===== src/rtl/gemm_sequencer.sv =====
// GEMM tile sequencer: weight load, activation stream and result drain
// for one tile on the SA_SIZE x SA_SIZE systolic array.
package GEMM_pkg;
  typedef enum logic [1:0] {
    CMD_NONE        = 2'd0,
    CMD_LOAD_WEIGHT = 2'd1,
    CMD_STREAM      = 2'd2
  } command_t;
endpackage

module gemm_sequencer
  import GEMM_pkg::*;
#(
  parameter int SA_SIZE  = 8,
  parameter int ROW_W    = 16,
  parameter int PIPE_LAT = 2 * SA_SIZE,
  localparam int WA      = (SA_SIZE > 1) ? $clog2(SA_SIZE) : 1
) (
  input  logic             clk,
  input  logic             resetn,
  input  logic             start,
  input  logic [ROW_W-1:0] num_rows,
  input  logic             abort,
  output logic             busy,
  output logic             done,
  output command_t         cmd,
  output logic             w_rd_en,
  output logic [WA-1:0]    w_rd_addr,
  output logic             act_rd_en,
  output logic [ROW_W-1:0] act_rd_addr,
  output logic             res_wr_en,
  output logic [ROW_W-1:0] res_wr_addr,
  input  logic             res_ready
);

  localparam logic [1:0] ST_IDLE   = 2'd0;
  localparam logic [1:0] ST_LOAD   = 2'd1;
  localparam logic [1:0] ST_STREAM = 2'd2;
  localparam logic [1:0] ST_DONE   = 2'd3;

  localparam logic [ROW_W:0] PL     = (ROW_W+1)'(PIPE_LAT);
  localparam logic [ROW_W:0] ONE    = (ROW_W+1)'(1);
  localparam logic [WA-1:0]  W_LAST = WA'(SA_SIZE - 1);

  logic [1:0]       state_q;
  logic             busy_q;
  logic             done_q;
  logic             w_en_q;
  logic [WA-1:0]    w_addr_q;
  logic             act_en_q;
  logic [ROW_W-1:0] act_addr_q;
  logic             res_en_q;
  logic [ROW_W-1:0] res_addr_q;
  logic [ROW_W-1:0] m_q;
  logic [ROW_W:0]   s_q;
  logic [ROW_W:0]   s_nx;
  logic [ROW_W:0]   s_last;

  // step counter is one bit wider than M so M+PIPE_LAT cannot wrap
  assign s_nx   = s_q + ONE;
  assign s_last = {1'b0, m_q} + PL - ONE;

  always_ff @(posedge clk or negedge resetn) begin
    if (!resetn) begin
      state_q    <= ST_IDLE;
      busy_q     <= 1'b0;
      done_q     <= 1'b0;
      w_en_q     <= 1'b0;
      w_addr_q   <= '0;
      act_en_q   <= 1'b0;
      act_addr_q <= '0;
      res_en_q   <= 1'b0;
      res_addr_q <= '0;
      m_q        <= '0;
      s_q        <= '0;
    end else begin
      done_q <= 1'b0;
      if (abort && busy_q) begin
        state_q    <= ST_IDLE;
        busy_q     <= 1'b0;
        w_en_q     <= 1'b0;
        w_addr_q   <= '0;
        act_en_q   <= 1'b0;
        act_addr_q <= '0;
        res_en_q   <= 1'b0;
        res_addr_q <= '0;
        s_q        <= '0;
      end else begin
        unique case (state_q)
          ST_IDLE: begin
            if (!busy_q) begin
              if (start) begin
                busy_q <= 1'b1;
                m_q    <= num_rows;
              end
            end else if (m_q == '0) begin
              state_q <= ST_DONE;
              done_q  <= 1'b1;
            end else begin
              state_q  <= ST_LOAD;
              w_en_q   <= 1'b1;
              w_addr_q <= '0;
            end
          end
          ST_LOAD: begin
            if (w_addr_q == W_LAST) begin
              state_q    <= ST_STREAM;
              w_en_q     <= 1'b0;
              w_addr_q   <= '0;
              s_q        <= '0;
              act_en_q   <= 1'b1;
              act_addr_q <= '0;
              res_en_q   <= (PL == '0);
              res_addr_q <= '0;
            end else begin
              w_addr_q <= w_addr_q + 1'b1;
            end
          end
          ST_STREAM: begin
            // a stall holds every register, freezing the datapath
            if (res_ready) begin
              if (s_q == s_last) begin
                state_q    <= ST_DONE;
                done_q     <= 1'b1;
                act_en_q   <= 1'b0;
                act_addr_q <= '0;
                res_en_q   <= 1'b0;
                res_addr_q <= '0;
                s_q        <= '0;
              end else begin
                s_q      <= s_nx;
                act_en_q <= (s_nx < {1'b0, m_q});
                res_en_q <= (s_nx >= PL);
                if (s_nx < {1'b0, m_q})
                  act_addr_q <= act_addr_q + 1'b1;
                if (res_en_q)
                  res_addr_q <= res_addr_q + 1'b1;
              end
            end
          end
          ST_DONE: begin
            state_q <= ST_IDLE;
            busy_q  <= 1'b0;
          end
          default: state_q <= ST_IDLE;
        endcase
      end
    end
  end

  always_comb begin
    cmd = CMD_NONE;
    unique case (1'b1)
      (state_q == ST_LOAD):                 cmd = CMD_LOAD_WEIGHT;
      (state_q == ST_STREAM && res_ready):  cmd = CMD_STREAM;
      default:                              cmd = CMD_NONE;
    endcase
  end

  assign busy        = busy_q;
  assign done        = done_q;
  assign w_rd_en     = w_en_q;
  assign w_rd_addr   = w_addr_q;
  assign act_rd_en   = act_en_q & res_ready;
  assign act_rd_addr = act_addr_q;
  assign res_wr_en   = res_en_q & res_ready;
  assign res_wr_addr = res_addr_q;

endmodule


===== config.mk =====
export PLATFORM = sky130hd
export DESIGN_NAME = gemm_sequencer
export DESIGN_NICKNAME = d
export VERILOG_FILES = /design/src/rtl/gemm_sequencer.sv
export SDC_FILE = /design/constraint.sdc
export NUM_CORES = 1
export LEC_CHECK = 0
export CELL_PAD_IN_SITES_DETAIL_PLACEMENT = 0
export CELL_PAD_IN_SITES_GLOBAL_PLACEMENT = 1
export CORE_UTILIZATION = 46
export DETAILED_ROUTE_END_ITERATION = 8
export MAX_ROUTING_LAYER = met4
export PLACE_DENSITY_LB_ADDON = 0.1
export SLEW_MARGIN = 20
export SYNTH_ARGS = -nofsm -noshare
export SYNTH_HDL_FRONTEND = slang
export SYNTH_SLANG_ARGS = --single-unit

===== constraint.sdc =====
create_clock -name clk -period 7.3 [get_ports clk]
set_input_delay 1.46 -clock clk [delete_from_list [all_inputs] [get_ports clk]]
set_output_delay 1.46 -clock clk [all_outputs]
set_load 0.02 [all_outputs]

==> metrics.txt <==
maximum fanout along the worst path 12; Filler cells 1002; sequential element share of the synthesized area 0.373; multi-input logic area 2870 um2; area enclosed by the die boundary 11400 um2; ant diodes 0; ratio of total power to cell area 289 nW/um2; category of the critical setup timing path reg -> reg; placed cell count 738; origin of the worst setup path s_q[2]$_DFFE_PN0P_; number of iterations in the first detailed-routing pass 5; share of cells above drive strength 1 0.0761; arrival time at the worst endpoint 5.09 ns; number of nets in the layout 660; Iteration-0 DRC Markers 258; clock tree from TritonCTS built; worst slew slack as a fraction of its limit 0.320; Reg area 1880 um2; hold violation count in the final report 0; GR Overflow Total 0; Power Total 0.00171 W; sort of element at the end of the critical path flop; FF-to-FF End act_rd_addr[15]$_DFFE_PN0P_; Pins Over Slew Limit 0; CTS sink cnt 75; Warnings, synthesis 0; routing usage on met2 0.344; f_max 208 MHz; setup-violating endpoint count in the final report 0; sum of net half-perimeters after detailed placement 8.83 mm; antenna viol nets, final 0; Mapped Cells 566; buffer depth of the longest clock path 2; global-route wire length before repair 20.4 mm; vias in the first global route 4069; maximum vdd ir drop 0.000212 V; Synth Flop Type sky130_fd_sc_hd__dfrtp_1; depth of the most critical reg-to-reg path 15; vias per std cell 5.64; effective utilization at floorplan 0.481; cell at the slowest stage of the critical path sky130_fd_sc_hd__or4b_1; unique cell type count in the Yosys netlist 60; startpoint of the lowest-slack register-to-register path s_q[2]$_DFFE_PN0P_; horizontal die dimension 107 um; required time at the worst-slack endpoint 7.58 ns; count of H-tree levels built during CTS 3; CP max stage delay 0.75 ns; busiest metal layer after global routing met2; largest net degree at the start of global routing 76; count of boundary I/O pins 63; share of the cycle needed by the critical path after routing 0.659; met3 Track Usage GR 0.0435; least setup slack across all paths after layout 2.49 ns; area of the mapped netlist 5030 um2; critical path launch point type flop; cts-stage hold buffer count 0; setup TNS after final layout 0 ns; drt drc 0; standard-cell row count 37; clock network latency to the later pin of the worst-skew pair 0.36 ns; number of resized instances in the post-cts repair step 0; pre-CTS WS 2.61 ns; global-route total usage across every layer 0.236; leakage power total 2.56 nW; max-cap viol count 0; proportion of synthesized flip-flops having asynchronous set or reset 1.00; Buffers on Ports 62; core area 10500 um2; synthesized net count 613; floorplan die height 107 um; number of flip-flops and latches in the synthesized netlist 75; Setup crit end act_rd_addr[15]$_DFFE_PN0P_; Layout area overhead 17.6%; Clk pin slew, worst setup/hold paths 0.08 ns; antenna violations before repair 0; Setup Skew 0.0136 ns; final cell count without fillers 754; wire length per cell after detailed routing 16.1 um; Synth Area per Inst 8.89 um2; clock buffers created by TritonCTS 9; global-route met1 utilization 0.332; sequence of cells on the critical path nand3_1 > nor2_1 > nand2_1 > or3_1 > xor2_1 > inv_1 > ha_1 > nand2_1 > o41ai_1 > o2111ai_1 > a2111oi_0 > or4b_1 > or3_1 > or4_1 > a21oi_1; via count 4253; total wire length 12.2 mm; clock period minus worst slack 4.81 ns; Min-Delay Path Class reg -> reg; r2r setup slk 2.49 ns; CTS Root Cell sky130_fd_sc_hd__clkbuf_8; GPL Wtd Cong 0.906; RSZ-0062 raised after global routing false; slew at the pin closest to its max-slew limit 1.02 ns; Post CTS Setup Buffer Count 0; status completed; number of synthesized flops with an enable pin 0
-- cells by family (layout without fill, tap and decap cells) --
kind of cell	count (synthesis)	after routing	share of synthesized area
fa+ha+maj	26	26	0.0647
flops	75	75	0.373
xor+xnor	52	52	0.0905
compound gates	112	112	0.148
buf+inv	64	116	0.0575
simple gates	218	218	0.224
mux	19	19	0.0420
-- critical path: cells and delay by family, from the launching register on --
kind	cells	cell delay, ns
adders and majority gates	1	0.27
DFF	1	0.52
xor gates and xnor gates	1	0.22
buffers and inverters	1	0.07
AOI/OAI and AO/OA	4	0.64
and+or+nand+nor	8	2.99
-- state kept, by name, indices dropped and copies added, names as in the netlist --
register,flops
act_en_q,1
busy,1
done,1
s_q,17
state_q,2
m_q,16
w_rd_addr,3
res_en_q,1
res_wr_addr,16
act_rd_addr,16
w_rd_en,1
-- where the power goes --
group | internal (W) | total, W | switching, W
registers | 0.000484 | 0.000627 | 0.000143
logic | 0.000298 | 0.000705 | 0.000407
clock network | 0.000213 | 0.000375 | 0.000162
-- worst min path at each step --
stage,from,endpoint,cells past startpoint
global route,act_en_q$_DFFE_PN0P_,act_en_q$_DFFE_PN0P_,1
finish,act_en_q$_DFFE_PN0P_,act_en_q$_DFFE_PN0P_,1
CTS,act_en_q$_DFFE_PN0P_,act_en_q$_DFFE_PN0P_,1
detailed placement,act_en_q$_DFFE_PN0P_,act_en_q$_DFFE_PN0P_,1
global placement,act_en_q$_DFFE_PN0P_,act_en_q$_DFFE_PN0P_,1
floorplan,act_en_q$_DFFE_PN0P_,act_en_q$_DFFE_PN0P_,1
-- area by class of cell --
cell class	count	share of cell area
inverter	35	0.0222
sequential	75	0.317
multi-input combinational	427	0.485
clock buffer	13	0.0269
tap	136	0.0288
timing repair buffer	65	0.108
clock inverter	3	0.0116
-- metal layers --
| metal | wire [um] | vias to the layer above |
|---|---|---|
| met5 | 0 | - |
| met4 | 146 | 0 |
| met3 | 505 | 12 |
| met2 | 5340 | 94 |
| met1 | 6160 | 2040 |
| li1 | - | 2107 |
-- per-stage QoR --
step | instance area (um2) | hold slack (ns) | utilization
2_1_floorplan | 5030 | 0.465 | -
3_3_place_gp | 5690 | 0.487 | 0.543
3_5_place_dp | 5690 | 0.488 | 0.543
4_1_cts | 5910 | 0.511 | 0.565
5_1_grt | 5910 | 0.542 | 0.565
6_report | 5910 | 0.512 | 0.565
-- placed cells by master, fill, tap and decap left out, drive strengths merged, types with 8 or more instances in the layout --
master	instances
xnor2	32
xor2	20
a21oi	27
nand3	17
clkbuf	13
o31ai	8
nand4	18
o21ai	31
ha	26
nor4	10
and3	10
mux2	17
dfrtp	75
nand2	60
a21o	8
nor2	42
inv	36
or3	19
nor3	9
clkdlybuf4s50	61
-- cells in the mapped netlist (4+ instances only) --
cell type	number	area share
sky130_fd_sc_hd__buf_2	7	0.0070
sky130_fd_sc_hd__nor2b_1	4	0.0050
sky130_fd_sc_hd__mux2_2	17	0.038
sky130_fd_sc_hd__or3_1	19	0.024
sky130_fd_sc_hd__buf_6	4	0.0090
sky130_fd_sc_hd__or4_1	4	0.0060
sky130_fd_sc_hd__nor4_1	10	0.012
sky130_fd_sc_hd__inv_1	35	0.026
sky130_fd_sc_hd__nand4_1	17	0.021
sky130_fd_sc_hd__nand2_1	60	0.045
sky130_fd_sc_hd__and2_1	7	0.0087
sky130_fd_sc_hd__a21o_1	8	0.012
sky130_fd_sc_hd__o21ai_0	29	0.029
sky130_fd_sc_hd__ha_1	26	0.065
sky130_fd_sc_hd__xnor2_1	32	0.056
sky130_fd_sc_hd__nor2_1	42	0.031
sky130_fd_sc_hd__o22ai_1	7	0.0087
sky130_fd_sc_hd__a21oi_1	27	0.027
sky130_fd_sc_hd__dfrtp_1	75	0.37
sky130_fd_sc_hd__nor3_1	8	0.0080
sky130_fd_sc_hd__nand3_1	17	0.017
sky130_fd_sc_hd__o31ai_1	8	0.012
sky130_fd_sc_hd__xor2_1	20	0.035
sky130_fd_sc_hd__clkbuf_1	14	0.010
sky130_fd_sc_hd__a22o_1	7	0.012
sky130_fd_sc_hd__and3_1	10	0.012
Note: power is estimated with default switching activity, not from simulation.
